[config.mk]
export PLATFORM = sky130hd
export DESIGN_NAME = dmem_arbiter
export DESIGN_NICKNAME = d
export VERILOG_FILES = /design/src/rtl/dmem_arb_pkg.sv /design/src/rtl/dmem_arb_burst.sv /design/src/rtl/dmem_arbiter.sv
export SDC_FILE = /design/constraint.sdc
export NUM_CORES = 1
export LEC_CHECK = 0
export ABC_AREA = 1
export CORE_AREA = 2 2 110 112
export DETAILED_ROUTE_END_ITERATION = 6
export DIE_AREA = 0 0 112 114
export GPL_TIMING_DRIVEN = 0
export PLACE_DENSITY_LB_ADDON = 0.3
export SYNTH_ARGS = -nofsm -noshare
export SYNTH_HDL_FRONTEND = slang
export SYNTH_SLANG_ARGS = --single-unit
[constraint.sdc]
create_clock -name CLK -period 3.6 [get_ports CLK]
set_input_delay 0.72 -clock CLK [delete_from_list [all_inputs] [get_ports CLK]]
set_output_delay 0.72 -clock CLK [all_outputs]
set_load 0.01 [all_outputs]
[src/rtl/dmem_arb_pkg.sv]
// -----------------------------------------------------------------------------
// dmem_arb_pkg
//
// Shared definitions for the data-memory arbiter: arbiter state encodings,
// default RAM geometry and the width of the host burst-length field.
// Imported by dmem_arb_burst and dmem_arbiter.
// -----------------------------------------------------------------------------
package dmem_arb_pkg;

   localparam int ADDR_W_DEF = 14;  // RAM word-address width
   localparam int DATA_W_DEF = 32;  // RAM data width
   localparam int LEN_W      = 8;   // host_len: beats minus 1 (1..256 beats)

   typedef enum logic [1:0] {
      ST_IDLE = 2'd0,  // core owns the RAM, host may be granted
      ST_RD   = 2'd1,  // host read burst in progress
      ST_WR   = 2'd2,  // host write burst in progress
      ST_FIN  = 2'd3   // completion pulse, RAM already back with the core
   } arb_state_e;

endpackage

[src/rtl/dmem_arb_burst.sv]
// -----------------------------------------------------------------------------
// dmem_arb_burst
//
// Host burst address generator. Latches the burst start address and length
// when a grant is issued, counts beats and produces the current beat address
// (modulo 2^ADDR_W, so bursts wrap past the top of the RAM) plus a flag that
// marks the final beat.
//
// Ports
//   CLK, RST     clock, asynchronous active-high reset
//   load         grant this cycle: capture start_addr/start_len, clear count
//   start_addr   burst start word address
//   start_len    beats minus 1
//   advance      current beat is issued/accepted, move to the next one
//   beat_addr    address of the current beat
//   last_beat    current beat is the final one of the burst
// -----------------------------------------------------------------------------
module dmem_arb_burst
   import dmem_arb_pkg::*;
#(
   parameter int ADDR_W = ADDR_W_DEF
) (
   input  logic              CLK,
   input  logic              RST,
   input  logic              load,
   input  logic [ADDR_W-1:0] start_addr,
   input  logic [LEN_W-1:0]  start_len,
   input  logic              advance,
   output logic [ADDR_W-1:0] beat_addr,
   output logic              last_beat
);

   logic [ADDR_W-1:0] base_q, base_d;
   logic [LEN_W-1:0]  len_q,  len_d;
   logic [LEN_W-1:0]  cnt_q,  cnt_d;

   // NOTE: every variable gets its hold value first, so no path through the
   // block leaves it unassigned and no latch is inferred.
   always_comb begin
      base_d = base_q;
      len_d  = len_q;
      cnt_d  = cnt_q;
      if (load) begin
         base_d = start_addr;
         len_d  = start_len;
         cnt_d  = '0;
      end else if (advance) begin
         cnt_d = cnt_q + LEN_W'(1);
      end
   end

   // NOTE: state registers use non-blocking assignments so every flop samples
   // its _d value from before the clock edge, independent of statement order.
   always_ff @(posedge CLK or posedge RST) begin
      if (RST) begin
         base_q <= '0;
         len_q  <= '0;
         cnt_q  <= '0;
      end else begin
         base_q <= base_d;
         len_q  <= len_d;
         cnt_q  <= cnt_d;
      end
   end

   // Sum is truncated to ADDR_W, which gives the wrap from the top address to 0.
   assign beat_addr = base_q + ADDR_W'(cnt_q);
   assign last_beat = (cnt_q == len_q);

endmodule

[src/rtl/dmem_arbiter.sv]
// -----------------------------------------------------------------------------
// dmem_arbiter
//
// Shares the data RAM (one synchronous-read port, one write port) between the
// CPU memory stage and a host burst port. The core has priority: a host burst
// starts only on an IDLE cycle with no core access, unless the optional
// starvation guard forces the grant. After each burst a FIN cycle pulses
// host_done and hands the RAM back to the core; back-to-back bursts always
// re-arbitrate.
//
// Build option
//   DMEM_ARB_STARVE_EN  defined: a wait counter forces a host grant after
//                       MAX_WAIT IDLE cycles of pending host_req; the core is
//                       stalled on that cycle. Undefined: no counter, the host
//                       waits for a core-idle cycle.
//
// Ports
//   CLK, RST                    clock, asynchronous active-high reset
//   core_re/core_we             core read / write request this cycle
//   core_raddr/core_waddr       core word addresses
//   core_wdata, core_rdata      core write word, read word (= ram_rdata)
//   core_stall                  core access not performed this cycle
//   host_req/host_wr            burst request (level) and direction
//   host_addr/host_len          burst start address, beats minus 1
//   host_gnt                    host owns the RAM
//   host_wvalid/host_wdata      write beat, host_wready high while writing
//   host_rvalid/host_rdata      read beat (no backpressure)
//   host_done                   one-cycle completion pulse
//   ram_raddr/ram_waddr/ram_we/ram_wdata/ram_rdata   RAM block pins
// -----------------------------------------------------------------------------
module dmem_arbiter
   import dmem_arb_pkg::*;
#(
   parameter int ADDR_W   = ADDR_W_DEF,
   parameter int DATA_W   = DATA_W_DEF,
   parameter int MAX_WAIT = 16
) (
   input  logic              CLK,
   input  logic              RST,
   // core memory stage
   input  logic              core_re,
   input  logic              core_we,
   input  logic [ADDR_W-1:0] core_raddr,
   input  logic [ADDR_W-1:0] core_waddr,
   input  logic [DATA_W-1:0] core_wdata,
   output logic [DATA_W-1:0] core_rdata,
   output logic              core_stall,
   // host burst port
   input  logic              host_req,
   input  logic              host_wr,
   input  logic [ADDR_W-1:0] host_addr,
   input  logic [LEN_W-1:0]  host_len,
   output logic              host_gnt,
   input  logic              host_wvalid,
   input  logic [DATA_W-1:0] host_wdata,
   output logic              host_wready,
   output logic              host_rvalid,
   output logic [DATA_W-1:0] host_rdata,
   output logic              host_done,
   // RAM block
   output logic [ADDR_W-1:0] ram_raddr,
   output logic [ADDR_W-1:0] ram_waddr,
   output logic              ram_we,
   output logic [DATA_W-1:0] ram_wdata,
   input  logic [DATA_W-1:0] ram_rdata
);

   arb_state_e        state_q, state_d;
   logic              rvalid_q, rvalid_d;
   logic              core_acc;
   logic              grant;
   logic              force_grant;
   logic              burst_adv;
   logic [ADDR_W-1:0] beat_addr;
   logic              last_beat;

   assign core_acc = core_re | core_we;

`ifdef DMEM_ARB_STARVE_EN
   localparam int WAIT_W = $clog2(MAX_WAIT + 1);

   logic [WAIT_W-1:0] wait_q, wait_d;

   // Counts IDLE cycles the host has been refused. Any other state, a dropped
   // request or a grant leaves it at zero, so it never runs past MAX_WAIT.
   always_comb begin
      wait_d = '0;
      if ((state_q == ST_IDLE) && host_req && !grant) begin
         wait_d = wait_q + WAIT_W'(1);
      end
   end

   always_ff @(posedge CLK or posedge RST) begin
      if (RST) begin
         wait_q <= '0;
      end else begin
         wait_q <= wait_d;
      end
   end

   assign force_grant = (state_q == ST_IDLE) && host_req &&
                        (wait_q == WAIT_W'(MAX_WAIT));
`else
   // No guard: constant 0 for any legal (non-negative) MAX_WAIT.
   assign force_grant = (MAX_WAIT < 0);
`endif

   // A forced grant takes the RAM in the same cycle the core asks for it.
   assign core_stall = ((state_q == ST_RD) || (state_q == ST_WR) || force_grant)
                       && core_acc;

   dmem_arb_burst #(
      .ADDR_W (ADDR_W)
   ) u_burst (
      .CLK        (CLK),
      .RST        (RST),
      .load       (grant),
      .start_addr (host_addr),
      .start_len  (host_len),
      .advance    (burst_adv),
      .beat_addr  (beat_addr),
      .last_beat  (last_beat)
   );

   // Next state, RAM pin multiplexing and host strobes.
   always_comb begin
      state_d     = state_q;
      grant       = 1'b0;
      burst_adv   = 1'b0;
      rvalid_d    = 1'b0;
      host_done   = 1'b0;
      host_wready = 1'b0;
      ram_raddr   = core_raddr;
      ram_waddr   = core_waddr;
      ram_wdata   = core_wdata;
      ram_we      = core_we & ~core_stall;

      unique case (state_q)
         ST_IDLE: begin
            if (host_req && (!core_acc || force_grant)) begin
               grant   = 1'b1;
               state_d = host_wr ? ST_WR : ST_RD;
            end
         end
         ST_RD: begin
            // One read issued per cycle; data returns next cycle.
            ram_raddr = beat_addr;
            burst_adv = 1'b1;
            rvalid_d  = 1'b1;
            if (last_beat) state_d = ST_FIN;
         end
         ST_WR: begin
            // A low host_wvalid is a bubble: nothing written, count holds.
            ram_waddr   = beat_addr;
            ram_wdata   = host_wdata;
            ram_we      = host_wvalid;
            host_wready = 1'b1;
            burst_adv   = host_wvalid;
            if (host_wvalid && last_beat) state_d = ST_FIN;
         end
         ST_FIN: begin
            host_done = 1'b1;
            state_d   = ST_IDLE;
         end
         default: state_d = ST_IDLE;
      endcase
   end

   always_ff @(posedge CLK or posedge RST) begin
      if (RST) begin
         state_q  <= ST_IDLE;
         rvalid_q <= 1'b0;
      end else begin
         state_q  <= state_d;
         rvalid_q <= rvalid_d;
      end
   end

   assign host_gnt    = (state_q == ST_RD) || (state_q == ST_WR);
   assign host_rvalid = rvalid_q;
   assign host_rdata  = ram_rdata;
   assign core_rdata  = ram_rdata;

endmodule
=== Word level (Yosys, flattened, before mapping) ===
Cells that the tools add are included.

* Bitwise gates (word level): 3
* Equality and inequality tests: 7
* Mux-type cells: 17
* Reduce and logical (&&, ||, !) cells: 8
* Add/sub/neg operators: 2

{| class="wikitable"
|+ Operators with widths
! operator !! count
|-
| $mux 32 || 1
|-
| $mux 14 || 2
|-
| $mux 8 || 2
|-
| $add 14x8->14 || 1
|-
| $add 8x1->8 const B || 1
|-
| $eq 8x8->1 || 1
|-
| $mux 2 || 4
|-
| $pmux 2 s4 || 1
|-
| $mux 1 || 6
|-
| $eq 2x2->1 const B || 2
|-
| $ne 2x2->1 const B || 2
|-
| $logic_and 1x1->1 || 3
|-
| $reduce_and 3->1 || 1
|-
| $eq 2x1->1 const B || 1
|-
| $logic_not 2->1 || 1
|-
| $ne 2x1->1 const B || 1
|-
| $pmux 1 s2 || 1
|-
| $reduce_bool 2->1 || 1
|-
| $and 1x1->1 || 1
|-
| $logic_not 1->1 || 1
|-
| $logic_or 1x1->1 || 1
|-
| $not 1->1 || 1
|-
| $or 1x1->1 || 1
|}

* Bits of input ports: 153
* Output and inout port bits: 130
* Register bits: 33
* Word-level logic and storage cells: 42

=== Depth between registers and ports, before layout ===
* Word-level depth: 6
* Gate-level depth with buffers: 11
* Depth with buffers taken out: 11

=== Hierarchy ===
A second synthesis with hierarchy kept.

* Cell total of the unflattened synthesis: 578
* Area total of the unflattened synthesis: 3,489.6 um^2

{| class="wikitable"
|+ By module, submodules not included
! module !! instances !! cells each !! sequential area each (um^2) !! area an instance (um^2)
|-
| dmem_arb_burst || 1 || 281 || 750.7 || 1,980.6
|-
| dmem_arbiter || 1 || 297 || 75.1 || 1,508.9
|}

=== Worst setup path before layout ===
Ideal clock, no wire load.

* Kind: reg-to-output
* From: reg u_burst.cnt_q[0]
* To: out ram_raddr[8]
* Cell stages (with the launch flop): 10
* Data required time: 2.880 ns
* Buffers on the path: 0
* Slack: 1.198 ns
* Arrival time: 1.682 ns
* Cell sequence: dfrtp_1 ha_1 fa_1 nand3_1 nand2_1 nand2_1 nand2_2 xor2_1 nand2_1 nand2_1

* Cells in the longest elaborated chain, start to end: 2

{| class="wikitable"
|+ RTL lines
! what !! line !! text
|-
| start, declared || dmem_arb_burst.sv:35 || <nowiki>logic [LEN_W-1:0] cnt_q, cnt_d;</nowiki>
|-
| start signal, assigned || dmem_arb_burst.sv:62 || <nowiki>cnt_q <= cnt_d;</nowiki>
|-
| $add 14x8->14 || dmem_arb_burst.sv:67 || <nowiki>assign beat_addr = base_q + ADDR_W'(cnt_q);</nowiki>
|-
| $mux 14 || dmem_arbiter.sv:138 || <nowiki>unique case (state_q)</nowiki>
|-
| end, declared || dmem_arbiter.sv:61 || <nowiki>output logic [ADDR_W-1:0] ram_raddr,</nowiki>
|}

Every way passes these cells.

=== Worst setup path in the final report ===
* From: reg state_q[0]
* To: out ram_waddr[2]

* Cells in the longest elaborated chain, start to end: 2

{| class="wikitable"
|+ RTL lines
! what !! line !! text
|-
| start, declared || dmem_arbiter.sv:68 || <nowiki>arb_state_e state_q, state_d;</nowiki>
|-
| start signal, assigned || dmem_arbiter.sv:174 || <nowiki>state_q <= state_d;</nowiki>
|-
| $eq 2x2->1 || dmem_arbiter.sv:138 ||
|-
| $mux 14 || dmem_arbiter.sv:138 ||
|-
| end, declared || dmem_arbiter.sv:62 || <nowiki>output logic [ADDR_W-1:0] ram_waddr,</nowiki>
|}

Every way passes these cells.

==> run summary <==
STA
* crit path setup slack, layout: 0.194 ns
* upper clock frequency limit: 0.294 GHz
* final setup TNS: 0 ns
* final-report max-slew violation count: 0
* fin crit share: 0.946
* tightest slew margin relative to the limit: 0.573
* time the worst path needs with I/O delays and setup: 3.41 ns
* setup violation total in the final timing report: 0
* Clock Skews: 0.00404 ns
* number of hold violations in the final report: 0
* setup repair after global routing missed its margin: false
* pin slew with the least headroom to its limit: 0.637 ns

Cells and area
* most common cell after layout, fill and taps aside: sky130_fd_sc_hd__nand2_1
* highest-count cells in the layout ignoring fill and taps: 288 x sky130_fd_sc_hd__nand2_1, 250 x sky130_fd_sc_hd__clkdlybuf4s50_1, 67 x sky130_fd_sc_hd__buf_4, 42 x sky130_fd_sc_hd__inv_1
* fraction of layout instances using a drive strength above 1: 0.106
* final cell count without fillers: 971
* FF/Latch Area: 826 um2
* area of the multi-input gates: 0.00184 mm2
* net count reported at finish: 993
* count of filler cells inserted in the layout: 1,184
* Syn-to-layout area delta: 83.4%
* Antenna diodes: 0

Logic synthesis
* sequential fraction of the synthesis area: 0.242
* combined area of all synthesized cells: 0.00341 mm2
* average cell area after synthesis: 6.02 um2
* Synth Warn #: 0
* number of different library cells in the post-synthesis netlist: 29
* Post-Synthesis Cells: 567
* synthesized flop and latch total: 33
* Syn Nets: 735

Clocking
* Max Buffers Root-to-Sink: 2
* number of buffers inserted to repair setup after CTS: 0
* post-cts gate resize count: 0
* register clock-pin slew on the reported worst setup and hold paths: 0.05 ns
* clock tree from TritonCTS: built
* number of buffers inserted during clock tree synthesis: 5
* total clock sinks: 33
* number of buffers added to fix hold violations after cts: 0
* clock insertion delay at the later pin of the skew report: 0.27 ns
* clock root buffer: sky130_fd_sc_hd__clkbuf_16
* number of levels the H-tree was split into: 2

Floorplanning
* num ports: 283
* vertical extent of the die: 114 um
* area of the core region: 0.0117 mm2
* number of rows in the core area: 40
* die span in x: 112 um
* effective utilization at floorplan: 0.291
* Total Die Area: 0.0128 mm2

Placed design
* post-place setup slack: 0.511 ns
* estimated wirelength of the detail-placed design: 12,400 um
* number of buffers inserted by port buffering: 250
* dpl cells: 964
* RePlAce Congestion: 0.880

Global routing
* number of antenna violations at the first check in global routing: 0
* overflow left after global routing: 0
* GR met3 Demand/Resource: 0.0542
* M2 GR Usage: 0.376
* All-Layer GR Usage: 0.220
* global-route wire length before repair: 22,100 um
* most congested layer reported by global routing: met2
* via count of the first global-routing pass: 4,002
* global-route met1 utilization: 0.293
* pin count of the biggest net entering global routing: 34

Worst hold path
* hold depth: 2
* Endpoint, Worst Hold: u_burst.base_q[7]$_DFFE_PP0P_
* Tightest Hold Check Type: reg2reg
* critical hold path startpoint: u_burst.base_q[7]$_DFFE_PP0P_

Worst setup path
* capture point of the worst reg-to-reg path: u_burst.cnt_q[7]$_DFFE_PP0P_
* Reg2Reg Launch Point: state_q[1]$_DFFE_PP0P_
* Critical Path Fanout Max: 10
* worst reg-to-reg path cell count: 10
* arrival time of data at the critical path endpoint: 2.69 ns
* kind of end point of the critical path: primary output
* required time of the critical path: 2.88 ns
* critical setup path kind: reg2out
* crit path launch type: register
* register-to-register path setup slack: 1.82 ns

Pwr
* power consumption: 0.00364 W
* Worst IR Drop VDD: 0.000378 V
* Static Leak: 3.15 nW
* Power Density: 582 mW/mm2

Drt
* 1st-pass router iterations: 5
* remaining routing DRC violations: 0
* total wire length: 14,400 um
* antenna viol nets, final: 0
* via/cell ratio: 4.29
* First DRT Iteration DRCs: 252
* per-cell routed wire length: 14.8 um
* total number of vias: 4,161

Run status
* status: complete, no violations

Job
* number of max-capacitance violations reported: 0

## where the power goes
group	internal, W	switching (W)	leakage, nW
combinational	0.00122	0.00135	2.66
sequential	0.000532	0.000149	0.419
clock	0.000246	0.000139	0.0655
## routing by layer
layer	vias up	wire length, um	share of wire
met3	7	1040	0.072
li1	2183	-	-
met5	-	0	0
met2	140	6970	0.48
met4	0	80	0.0056
met1	1831	6300	0.44
## Yosys cell counts, drive strengths merged
cell type / instances / area share
o21ai: 18 / 0.026
or2: 2 / 0.0037
nand3: 34 / 0.051
nor3: 3 / 0.0044
nand2: 292 / 0.32
a31oi: 1 / 0.0018
dfrtp: 33 / 0.24
nor2: 19 / 0.022
a21oi: 8 / 0.015
xnor2: 7 / 0.018
inv: 46 / 0.051
xor2: 3 / 0.0077
nand4: 3 / 0.0055
clkinv: 1 / 0.0011
ha: 14 / 0.051
fa: 1 / 0.0059
clkbuf: 11 / 0.012
nor3b: 1 / 0.0037
buf: 70 / 0.15
## flip-flops by register name (all words and copies together) (netlist names)
signal	cells
u_burst.len_q	8
host_rvalid	1
u_burst.base_q	14
u_burst.cnt_q	8
state_q	2
## stage by stage
stage | hold WS [ns] | cell area [um2] | util
3_3_place_gp | 0.477 | 6100 | 0.521
4_1_cts | 0.504 | 6230 | 0.532
5_1_grt | 0.534 | 6250 | 0.534
6_report | 0.498 | 6250 | 0.534
2_1_floorplan | 0.453 | 3410 | -
3_5_place_dp | 0.491 | 6100 | 0.521
## worst max-delay path: stages, from the launching register on
cell and delay [ns]:
sky130_fd_sc_hd__dfrtp_1 0.39, sky130_fd_sc_hd__inv_1 0.10, sky130_fd_sc_hd__ha_1 0.21, sky130_fd_sc_hd__buf_4 0.18
sky130_fd_sc_hd__inv_2 0.13, sky130_fd_sc_hd__clkbuf_1 0.48, sky130_fd_sc_hd__nand2_1 0.18, sky130_fd_sc_hd__o21ai_1 0.16
sky130_fd_sc_hd__clkdlybuf4s50_1 0.58
## worst max path at each step
stage                               to  slack (ns)                          from
after global placement    ram_waddr[8]        0.52  u_burst.cnt_q[0]$_DFFE_PP0P_
after global routing      ram_waddr[2]        0.06        state_q[0]$_DFFE_PP0P_
after floorplan           ram_raddr[8]        1.20  u_burst.cnt_q[0]$_DFFE_PP0P_
after CTS                 ram_waddr[8]        0.22  u_burst.cnt_q[0]$_DFFE_PP0P_
after detailed placement  ram_waddr[8]        0.51  u_burst.cnt_q[0]$_DFFE_PP0P_
final                     ram_waddr[2]        0.19        state_q[0]$_DFFE_PP0P_
## final cells by class
type,instances,share of cell area
sequential,33,0.132
multi-input combinational,406,0.295
timing repair buffer,251,0.404
clock buffer,5,0.0200
buffer,81,0.0902
clock inverter,1,0.000800
tap,147,0.0294
inverter,47,0.0282
## logic make-up (layout without fill, tap and decap cells)
logic type | after synthesis | count (layout) | synth area share
fa+ha+maj | 15 | 15 | 0.0572
flops | 33 | 33 | 0.242
simple gates | 354 | 354 | 0.415
xor+xnor | 10 | 10 | 0.0257
buf+inv | 128 | 385 | 0.217
compound gates | 27 | 27 | 0.0433
Note: power is estimated with default switching activity, not from simulation.
